<file path="src/rtl/pipe_ctrl_pkg.sv">
// -----------------------------------------------------------------------------
// pipe_ctrl_pkg
// Shared constants and types for the pipeline sequencer.
//   - Stop/NonStop encoding and the four legal stall vectors. Bit order:
//     [0]PC [1]IF [2]ID [3]EX [4]MEM [5]WB.
//   - MIPS-style exception codes reported by the MEM stage.
//   - FSM state encoding for pipe_ctrl.
//   - redirect_pc(): chooses the restart address for an exception.
// No ports: this is a package.
// -----------------------------------------------------------------------------
package pipe_ctrl_pkg;

    localparam int STALL_W = 6;

    localparam logic STOP    = 1'b1;
    localparam logic NONSTOP = 1'b0;

    // A stall request freezes its own stage and every stage upstream of it.
    // The stages downstream keep moving, so a bubble is inserted behind the
    // stalled stage.
    localparam logic [STALL_W-1:0] STALL_NONE = {NONSTOP, NONSTOP, NONSTOP,
                                                 NONSTOP, NONSTOP, NONSTOP};
    localparam logic [STALL_W-1:0] STALL_ID   = {NONSTOP, NONSTOP, NONSTOP,
                                                 STOP,    STOP,    STOP};
    localparam logic [STALL_W-1:0] STALL_EX   = {NONSTOP, NONSTOP, STOP,
                                                 STOP,    STOP,    STOP};
    localparam logic [STALL_W-1:0] STALL_MEM  = {NONSTOP, STOP,    STOP,
                                                 STOP,    STOP,    STOP};

    // Exception codes delivered by MEM. Only EXC_NONE and EXC_ERET change
    // how this block behaves. Every other non-zero code is redirected to
    // the common vector.
    localparam logic [31:0] EXC_NONE    = 32'h0000_0000;
    localparam logic [31:0] EXC_INT     = 32'h0000_0001;
    localparam logic [31:0] EXC_SYSCALL = 32'h0000_0008;
    localparam logic [31:0] EXC_BREAK   = 32'h0000_0009;
    localparam logic [31:0] EXC_RI      = 32'h0000_000a;
    localparam logic [31:0] EXC_OV      = 32'h0000_000c;
    localparam logic [31:0] EXC_TRAP    = 32'h0000_000d;
    localparam logic [31:0] EXC_ERET    = 32'h0000_000e;

    typedef enum logic {
        ST_RUN     = 1'b0,
        ST_RECOVER = 1'b1
    } state_t;

    // ERET resumes at the saved EPC. Every other exception enters the handler.
    function automatic logic [31:0] redirect_pc(input logic [31:0] exc,
                                                input logic [31:0] epc,
                                                input logic [31:0] vector);
        return (exc == EXC_ERET) ? epc : vector;
    endfunction

endpackage

</file>
<file path="src/rtl/pipe_ctrl_if.sv">
// -----------------------------------------------------------------------------
// pipe_ctrl_if
// Bundle between the pipeline stages and the sequencer.
//   stallreq_from_id/ex/mem : per-stage stall requests
//   excepttype              : exception code from MEM (0 = none)
//   cp0_epc                 : EPC used as the ERET target
//   stall[5:0]              : per-stage Stop vector back to the stage registers
//   flush                   : clear all pipeline registers on this edge
//   new_pc                  : redirect target, meaningful while flush=1
// Modports:
//   master : the core side, which drives requests and consumes control
//   slave  : the sequencer (pipe_ctrl)
// -----------------------------------------------------------------------------
interface pipe_ctrl_if;
    import pipe_ctrl_pkg::*;

    logic               stallreq_from_id;
    logic               stallreq_from_ex;
    logic               stallreq_from_mem;
    logic [31:0]        excepttype;
    logic [31:0]        cp0_epc;
    logic [STALL_W-1:0] stall;
    logic               flush;
    logic [31:0]        new_pc;

    modport master (
        output stallreq_from_id,
        output stallreq_from_ex,
        output stallreq_from_mem,
        output excepttype,
        output cp0_epc,
        input  stall,
        input  flush,
        input  new_pc
    );

    modport slave (
        input  stallreq_from_id,
        input  stallreq_from_ex,
        input  stallreq_from_mem,
        input  excepttype,
        input  cp0_epc,
        output stall,
        output flush,
        output new_pc
    );

endinterface

</file>
<file path="src/rtl/pipe_ctrl_stall_watchdog.sv">
// -----------------------------------------------------------------------------
// stall_watchdog
// Detects a runaway stall. It counts consecutive stalled cycles, saturates at
// TIMEOUT_CYCLES, and raises a sticky flag afterwards.
// Ports:
//   clk, rst       : clock, asynchronous active-high reset
//   stall[5:0]     : stall vector currently applied to the pipeline
//   flush          : flush pulse currently applied to the pipeline
//   timeout_clr    : clears stall_timeout on the next edge (a set wins)
//   stall_timeout  : sticky runaway-stall flag
// -----------------------------------------------------------------------------
module stall_watchdog
    import pipe_ctrl_pkg::*;
#(
    parameter int TIMEOUT_CYCLES = 1024,
    parameter int CNT_W          = 11
) (
    input  logic               clk,
    input  logic               rst,
    input  logic [STALL_W-1:0] stall,
    input  logic               flush,
    input  logic               timeout_clr,
    output logic               stall_timeout
);

    localparam logic [CNT_W-1:0] LIMIT = CNT_W'(TIMEOUT_CYCLES);

    logic [CNT_W-1:0] cnt;
    logic [CNT_W-1:0] cnt_nxt;
    logic             timeout_nxt;
    logic             stalled;

    assign stalled = (stall != STALL_NONE) && !flush;

    always_comb begin
        cnt_nxt = cnt;
        if (!stalled) begin
            cnt_nxt = '0;
        end else if (cnt != LIMIT) begin
            cnt_nxt = cnt + 1'b1;
        end
    end

    // The flag is raised during the cycle after the counter has saturated.
    // A pending clear cannot hide a stall that is still running away.
    always_comb begin
        timeout_nxt = stall_timeout;
        if (cnt == LIMIT) begin
            timeout_nxt = 1'b1;
        end else if (timeout_clr) begin
            timeout_nxt = 1'b0;
        end
    end

    always_ff @(posedge clk or posedge rst) begin
        if (rst) begin
            cnt           <= '0;
            stall_timeout <= 1'b0;
        end else begin
            cnt           <= cnt_nxt;
            stall_timeout <= timeout_nxt;
        end
    end

endmodule

</file>
<file path="src/rtl/pipe_ctrl.sv">
// -----------------------------------------------------------------------------
// pipe_ctrl
// Central sequencer for the 5-stage core. It merges the ID/EX/MEM stall
// requests into the stall vector, turns MEM exceptions into a one-cycle flush
// with a redirect PC, and then drops everything for one RECOVER cycle while
// the flushed bubbles drain.
// Ports:
//   clk, rst       : clock, asynchronous active-high reset
//   bus (slave)    : stall requests, exception info, stall/flush/new_pc out
//   timeout_clr    : clears stall_timeout
//   stall_timeout  : sticky runaway-stall flag from stall_watchdog
//   stall_cycles   : free-running count of cycles with stall[0]=1
//                    (present only when STALL_PERF_CNT_EN is defined)
// Build option:
//   STALL_PERF_CNT_EN - adds the stall_cycles performance counter and its port.
// -----------------------------------------------------------------------------
module pipe_ctrl
    import pipe_ctrl_pkg::*;
#(
    parameter logic [31:0] EXC_VECTOR     = 32'h0000_0020,
    parameter int          TIMEOUT_CYCLES = 1024,
    parameter int          CNT_W          = 11
) (
    input  logic        clk,
    input  logic        rst,
    pipe_ctrl_if.slave  bus,
    input  logic        timeout_clr,
    output logic        stall_timeout
`ifdef STALL_PERF_CNT_EN
    ,
    output logic [31:0] stall_cycles
`endif
);

    state_t             state;
    state_t             state_nxt;
    logic [STALL_W-1:0] stall_c;
    logic               flush_c;
    logic [31:0]        new_pc_c;

    // The outputs are combinational because pc_reg and the stage registers
    // act on the same edge as the request. The outputs are also gated by rst
    // so that they go to zero while reset is asserted, without waiting for
    // a clock edge.
    always_comb begin
        state_nxt = state;
        stall_c   = STALL_NONE;
        flush_c   = 1'b0;
        new_pc_c  = 32'h0;
        if (!rst) begin
            unique case (state)
                ST_RUN: begin
                    if (bus.excepttype != EXC_NONE) begin
                        flush_c   = 1'b1;
                        new_pc_c  = redirect_pc(bus.excepttype, bus.cp0_epc,
                                                EXC_VECTOR);
                        state_nxt = ST_RECOVER;
                    end else if (bus.stallreq_from_mem) begin
                        stall_c = STALL_MEM;
                    end else if (bus.stallreq_from_ex) begin
                        stall_c = STALL_EX;
                    end else if (bus.stallreq_from_id) begin
                        stall_c = STALL_ID;
                    end
                end
                // Every request in this cycle comes from the wrong path or
                // from a bubble. An exception here cannot be real because
                // MEM holds a flushed bubble.
                ST_RECOVER: begin
                    state_nxt = ST_RUN;
                end
                default: begin
                    state_nxt = ST_RUN;
                end
            endcase
        end
    end

    always_ff @(posedge clk or posedge rst) begin
        if (rst) begin
            state <= ST_RUN;
        end else begin
            state <= state_nxt;
        end
    end

    assign bus.stall  = stall_c;
    assign bus.flush  = flush_c;
    assign bus.new_pc = new_pc_c;

    stall_watchdog #(
        .TIMEOUT_CYCLES (TIMEOUT_CYCLES),
        .CNT_W          (CNT_W)
    ) u_watchdog (
        .clk           (clk),
        .rst           (rst),
        .stall         (stall_c),
        .flush         (flush_c),
        .timeout_clr   (timeout_clr),
        .stall_timeout (stall_timeout)
    );

`ifdef STALL_PERF_CNT_EN
    // The counter wraps naturally at 2^32. A flush does not clear it.
    always_ff @(posedge clk or posedge rst) begin
        if (rst) begin
            stall_cycles <= 32'h0;
        end else if (stall_c[0] == STOP) begin
            stall_cycles <= stall_cycles + 32'h1;
        end
    end
`endif

endmodule

</file>
<file path="src/flat_wrapper.sv">
// flat-port wrapper written by rule: the top's interface ports become plain ports
module pipe_ctrl_flat import pipe_ctrl_pkg::*;
#(
    parameter logic [31:0] EXC_VECTOR     = 32'h0000_0020,
    parameter int          TIMEOUT_CYCLES = 1024,
    parameter int          CNT_W          = 11
)
  (clk, rst, timeout_clr, stall_timeout, bus_stallreq_from_id, bus_stallreq_from_ex, bus_stallreq_from_mem, bus_excepttype, bus_cp0_epc, bus_stall, bus_flush, bus_new_pc);
  pipe_ctrl_if bus_i ();
  input  logic clk;
  input  logic rst;
  input  logic timeout_clr;
  output logic stall_timeout;
  input wire logic [$bits(bus_i.stallreq_from_id)-1:0] bus_stallreq_from_id;
  input wire logic [$bits(bus_i.stallreq_from_ex)-1:0] bus_stallreq_from_ex;
  input wire logic [$bits(bus_i.stallreq_from_mem)-1:0] bus_stallreq_from_mem;
  input wire logic [$bits(bus_i.excepttype)-1:0] bus_excepttype;
  input wire logic [$bits(bus_i.cp0_epc)-1:0] bus_cp0_epc;
  output wire logic [$bits(bus_i.stall)-1:0] bus_stall;
  output wire logic [$bits(bus_i.flush)-1:0] bus_flush;
  output wire logic [$bits(bus_i.new_pc)-1:0] bus_new_pc;
  assign bus_i.stallreq_from_id = bus_stallreq_from_id;
  assign bus_i.stallreq_from_ex = bus_stallreq_from_ex;
  assign bus_i.stallreq_from_mem = bus_stallreq_from_mem;
  assign bus_i.excepttype = bus_excepttype;
  assign bus_i.cp0_epc = bus_cp0_epc;
  assign bus_stall = bus_i.stall;
  assign bus_flush = bus_i.flush;
  assign bus_new_pc = bus_i.new_pc;
  pipe_ctrl #(.EXC_VECTOR(EXC_VECTOR), .TIMEOUT_CYCLES(TIMEOUT_CYCLES), .CNT_W(CNT_W)) u_core (.clk(clk), .rst(rst), .bus(bus_i), .timeout_clr(timeout_clr), .stall_timeout(stall_timeout));
endmodule
</file>
<file path="config.mk">
export PLATFORM = sky130hd
export DESIGN_NAME = pipe_ctrl_flat
export DESIGN_NICKNAME = d
export VERILOG_FILES = /design/src/rtl/pipe_ctrl_pkg.sv /design/src/rtl/pipe_ctrl_if.sv /design/src/rtl/pipe_ctrl_stall_watchdog.sv /design/src/rtl/pipe_ctrl.sv /design/src/flat_wrapper.sv
export SDC_FILE = /design/constraint.sdc
export NUM_CORES = 1
export LEC_CHECK = 0
export CAP_MARGIN = 5
export CELL_PAD_IN_SITES_DETAIL_PLACEMENT = 0
export CELL_PAD_IN_SITES_GLOBAL_PLACEMENT = 2
export CORE_UTILIZATION = 14
export DETAILED_ROUTE_END_ITERATION = 7
export GPL_ROUTABILITY_DRIVEN = 0
export PLACE_DENSITY = 0.84
export SETUP_SLACK_MARGIN = 0.4
export SLEW_MARGIN = 20
export SYNTH_ARGS = -nofsm -noshare
export SYNTH_HDL_FRONTEND = slang
export SYNTH_SLANG_ARGS = --single-unit
</file>
<file path="constraint.sdc">
create_clock -name clk -period 2.3 [get_ports clk]
set_clock_uncertainty 0.05 [all_clocks]
set_input_delay 0.345 -clock clk [delete_from_list [all_inputs] [get_ports clk]]
set_output_delay 0.345 -clock clk [all_outputs]
set_load 0.05 [all_outputs]
</file>
# Yosys cells after proc, flatten, opt, wreduce, memory -nomap -nowiden
# Index checks and enable logic that the tools add are counted.
# W data, S select, Z words.
# totals
regBits,13
in_bits,70
out_inout_bits,40
wordCells,32
# op_classes
addsub,1
eq_ne,4
n_mux,18
bitwise,1
n_reduce_logical,5
# ops
cell,count
$mux W32,4
$eq A32 B4 Y1 const B,1
$reduce_bool A32 Y1,1
$mux W6,5
$mux W11,2
$add A11 B1 Y11 const B,1
$eq A11 B11 Y1 const B,1
$ne A11 B11 Y1 const B,1
$reduce_bool A6 Y1,1
$mux W1,5
$mux W3,1
$ne A2 B1 Y1 const B,1
$pmux W1 S2,1
$reduce_bool A2 Y1,1
$logic_and A1 B1 Y1,1
$logic_not A1 Y1,1
$not A1 Y1,1

# Logic depth before layout (Yosys ltp)
# Gate-level depths: netlist of run 1.
# logic_depth
depth_word,9
mapped_depth,6
depth_no_buf,5

# By module
# From an unflattened synthesis of run 1, not the netlist that was laid out.
# hier_totals
cells_unflattened,132
hier_area_um2,1091.0
# modules_own_cells
mod,n_inst,cells_each,area_per_inst_um2,seq_area_each_um2
stall_watchdog,1,67,651.9,300.3
pipe_ctrl,1,65,439.2,25.0

# Worst setup path before layout of run 1
# No wires, ideal clock.
# synth_timing
kind,input -> output
start,in bus_excepttype[12]
end,out bus_new_pc[0]
arrival_ns,1.815
required_time_ns,1.905
path_slack_ns,0.090
cell_stages,5
path_buffers,1
path_cell_list,nor4_2 nand4_2 nor4_4 buf_6 and2_1
# synth_between
elab_chain_cells,5
word_cells_on_any_way,6
# synth_rtl
item,line_no,rtl
start: declaration,flat_wrapper.sv:17,input wire logic [$bits(bus_i.excepttype)-1:0] bus_excepttype;
$eq A32 B4 Y1,pipe_ctrl_pkg.sv:51,return (exc == EXC_ERET) ? epc : vector;
$mux W32,pipe_ctrl_pkg.sv:51,
$mux W32 (*),pipe_ctrl.sv:53,if (bus.excepttype != EXC_NONE) begin
$mux W32 (*),pipe_ctrl.sv:51,unique case (state)
$mux W32 (*),pipe_ctrl.sv:50,if (!rst) begin
end: declaration,flat_wrapper.sv:21,output wire logic [$bits(bus_i.new_pc)-1:0] bus_new_pc;
# Mark *: on every way between the ends. The rest lies on a longest branch, timed or not.

# Worst setup path in the final report of run 1
# layout_timing
start,in bus_excepttype[25]
end,out bus_new_pc[16]
# Same word-level chain as after synthesis.

==> impl_metrics.env, run 1 <==
export IMPL_pwr_share_clk_pct=33.2
export IMPL_ys_seq_elements=13
export IMPL_synth_ff_type="dfrtp_1"
export IMPL_p_seq_share_pct=37.4
export IMPL_dpl_hpwl_um=3347
export IMPL_multiInputGateArea_um2=885.9
export IMPL_cts_tree="yes"
export IMPL_clock_sinks=13
export IMPL_die_w_um=90.53
export IMPL_cts_made_buffers=3
export IMPL_cp_top_family="simple AND/OR/NAND/NOR gates"
export IMPL_worstSetupStartpointType="input pin"
export IMPL_hold_viol=0
export IMPL_cts_buffer_depth=2
export IMPL_rows=31
export IMPL_die_area_mm2=0.008196
export IMPL_cap_violations=0
export IMPL_routed_via_density=3.907
export IMPL_via_count=1383
export IMPL_start_util_pct=14.81
export IMPL_cts_root_buf="clkbuf_8"
export IMPL_synthArstFlopShare_pct=100.0
export IMPL_ys_seq_area_share_pct=29.65
export IMPL_critPathSlowestCell="nor4_4"
export IMPL_crit_buf_inv=5
export IMPL_postCtsHoldBufs=0
export IMPL_track_usage_pct=10.93
export IMPL_wl_per_cell_um=12.08
export IMPL_intPower_uw=464.4
export IMPL_hp_class="in -> async"
export IMPL_grt_max_degree=14
export IMPL_p_leak_uw=0.001282
export IMPL_period_minus_slack_ps=2276
export IMPL_n_antenna_cell=0
export IMPL_power_density_mw_per_mm2=202.8
export IMPL_grt_ovfl_total=0
export IMPL_netlist_area_mm2=0.001097
export IMPL_setup_viol=0
export IMPL_nets=328
export IMPL_comb_power_share_pct=29.4
export IMPL_ir_worst_vdd_uv=155.7
export IMPL_avgSynthCellArea_um2=8.506
export IMPL_rsz0062_at_grt="true"
export IMPL_cp_required_ps=1900
export IMPL_seqCellArea_um2=325.3
export IMPL_slowest_delay_ps=280
export IMPL_fillers=709
export IMPL_slew_viol_final=0
export IMPL_ant_nets=0
export IMPL_ioPinCount=110
export IMPL_yosysMostFrequentCell="and2_1"
export IMPL_placed_area_mm2=0.002776
export IMPL_synth_common_cells="31 x and2_1, 15 x nor2_1, 13 x dfrtp_1"
export IMPL_outcome="complete, no violations"
export IMPL_synth_edf_count=0
export IMPL_dieHeight_um=90.53
export IMPL_syn_inst=129
export IMPL_core_mm2=0.007408
export IMPL_layout_drive_gt1_share_pct=51.76
export IMPL_p_sw_share_pct=25.28
export IMPL_synthTopCellsByArea="dfrtp_1 30%, and2_1 18%, nor4_2 6.8%"
export IMPL_route_detailed_drc=0
export IMPL_grt_pass1_wl_um=7196
export IMPL_drt_iter0_drc=32
export IMPL_yosys_warnings=0
export IMPL_fin_crit_sh_pct=98.98
export IMPL_htreeDepth=1
export IMPL_p_sw_uw=157.1
export IMPL_dr_pass1_iters=2
export IMPL_path_max_fanout=8
export IMPL_p_total_uw=621.5
export IMPL_grt_pass1_vias=1471
export IMPL_cp_end_kind="output port"
export IMPL_netlist_area_leader_share_pct=29.65
export IMPL_fmax_mhz=439.3
export IMPL_syn_num_nets=201
export IMPL_synth_largest_area_cell="dfrtp_1"
export IMPL_clock_latency_ps=250
export IMPL_worstSetupPathType="in -> out"
export IMPL_crit_chain="buf_6 > nor4_4 > nand4_1 > nor4_4 > buf_4 > buf_12 > buf_16 > and2_4 > buf_12"
export IMPL_port_buffers=108
export IMPL_antenna_found_initial=0
export IMPL_final_area_mm2=0.003064
export IMPL_wl_um=4277
export IMPL_area_growth_pct=179.2
export IMPL_clk_pin_slew_ps=60
export IMPL_critPathArrivalTime_ps=1880
export IMPL_synthDistinctLibCells=31
per-layer routing:
| metal | part of all wire [%] | GRT usage (%) |
|---|---|---|
| met4 | 1.9 | 3.226 |
| met2 | 53 | 19.89 |
| met1 | 38 | 12.49 |
| met5 | 0 | 0 |
| met3 | 6.5 | 2.694 |
tightest hold or removal path, cell delays in order:
cell	delay, ps
dlygate4sd2_1	240
buf_4	130
inv_1	360
power by group through the flow:
stage	sequential [uW]	combinational, uW	clock [uW]
3_3_place_gp	236	180	0
3_5_place_dp	236	182	0
4_1_cts	232	182	211
6_report	233	183	206
2_1_floorplan	236	42.8	0
5_1_grt	232	195	219
flip-flops by register name (all words and copies together) (netlist names):
name,count
u_core.u_watchdog.stall_timeout,1
u_core.u_watchdog.cnt,11
u_core.state,1
worst paths after layout:
kind,start,to,slack [ps],cells past startpoint
max in group asynchronous,rst,u_core.u_watchdog.cnt[3],1530,3
worst min register to register,u_core.state,u_core.state,420,2
worst max-delay path,bus_excepttype[25],bus_new_pc[16],20,9
min in group clk,u_core.state,u_core.state,420,2
worst max register to register,u_core.u_watchdog.cnt[3],u_core.u_watchdog.cnt[0],800,4
worst min-delay path,rst,u_core.state,340,3
area by class of cell:
cell class	count	share of cell area [%]
clock buffers	3	1.347
clock inverters	1	0.1633
inverters	5	0.7758
multi-input cells	104	28.91
flip-flops and latches	13	10.62
well taps	99	4.042
repair buffers	129	54.14
layout by cell type (no fill, tap or decap), drive strengths merged, types with 2 or more instances in the layout:
cell type,Yosys,final
a21oi,2,2
ha,2,2
nand4,4,4
and4,2,2
dlygate4sd2,0,8
xor2,3,3
clkdlybuf4s15,0,8
nand2,3,3
o21ai,3,3
and2,31,31
nand3,7,7
clkdlybuf4s50,0,37
nor2,15,15
clkinv,0,2
inv,5,4
clkbuf,1,4
buf,6,75
and3,4,4
nor4,9,9
dfrtp,13,13
nor3,6,6
xnor2,6,6
through the flow:
stage | cells | setup slack, ps | hold slack [ps] | setup TNS (ps) | utilization [%]
2_1_floorplan | 129 | 310.0 | 172.0 | 0 | -
3_3_place_gp | 335 | -282.0 | 409.1 | -8773 | 37.48
3_5_place_dp | 335 | -351.4 | 412.8 | -10890 | 37.48
4_1_cts | 353 | 26.10 | 367.5 | 0 | 41.11
5_1_grt | 354 | -83.14 | 419.6 | -2180 | 41.36
6_report | 354 | 23.51 | 339.9 | 0 | 41.36
cell families (layout without fill, tap and decap cells):
logic type               Yosys count  after routing  synth area share (%)
multiplexers                       1              1                0.9122
AO/OA/AOI/OAI                      6              6                 3.192
flip-flops                        13             13                 29.65
AND/OR/NAND/NOR                   85             85                 49.26
adder cells (fa/ha/maj)            2              2                 2.280
XOR/XNOR                           9              9                 7.184
other                              1              1                0.3417
buffers and inverters             12            138                 7.182
what timing repair did:
item,CTS,global route
resized for setup,119,6
buffers inserted,11,1
endpoints found under the setup margin,38,38
pin swaps,19,7
cloned,3,0
(Power assumes the default switching activity.)
==> run 2, diff against run 1 <==
--- a/config.mk
+++ b/config.mk
@@ -11,6 +11,7 @@
 export CORE_UTILIZATION = 14
 export DETAILED_ROUTE_END_ITERATION = 7
 export GPL_ROUTABILITY_DRIVEN = 0
+export HOLD_SLACK_MARGIN = 0.03
 export PLACE_DENSITY = 0.84
 export SETUP_SLACK_MARGIN = 0.4
 export SLEW_MARGIN = 20
==> results of run 2 <==
Final layout, timing and power as in run 1 (identical DEF).
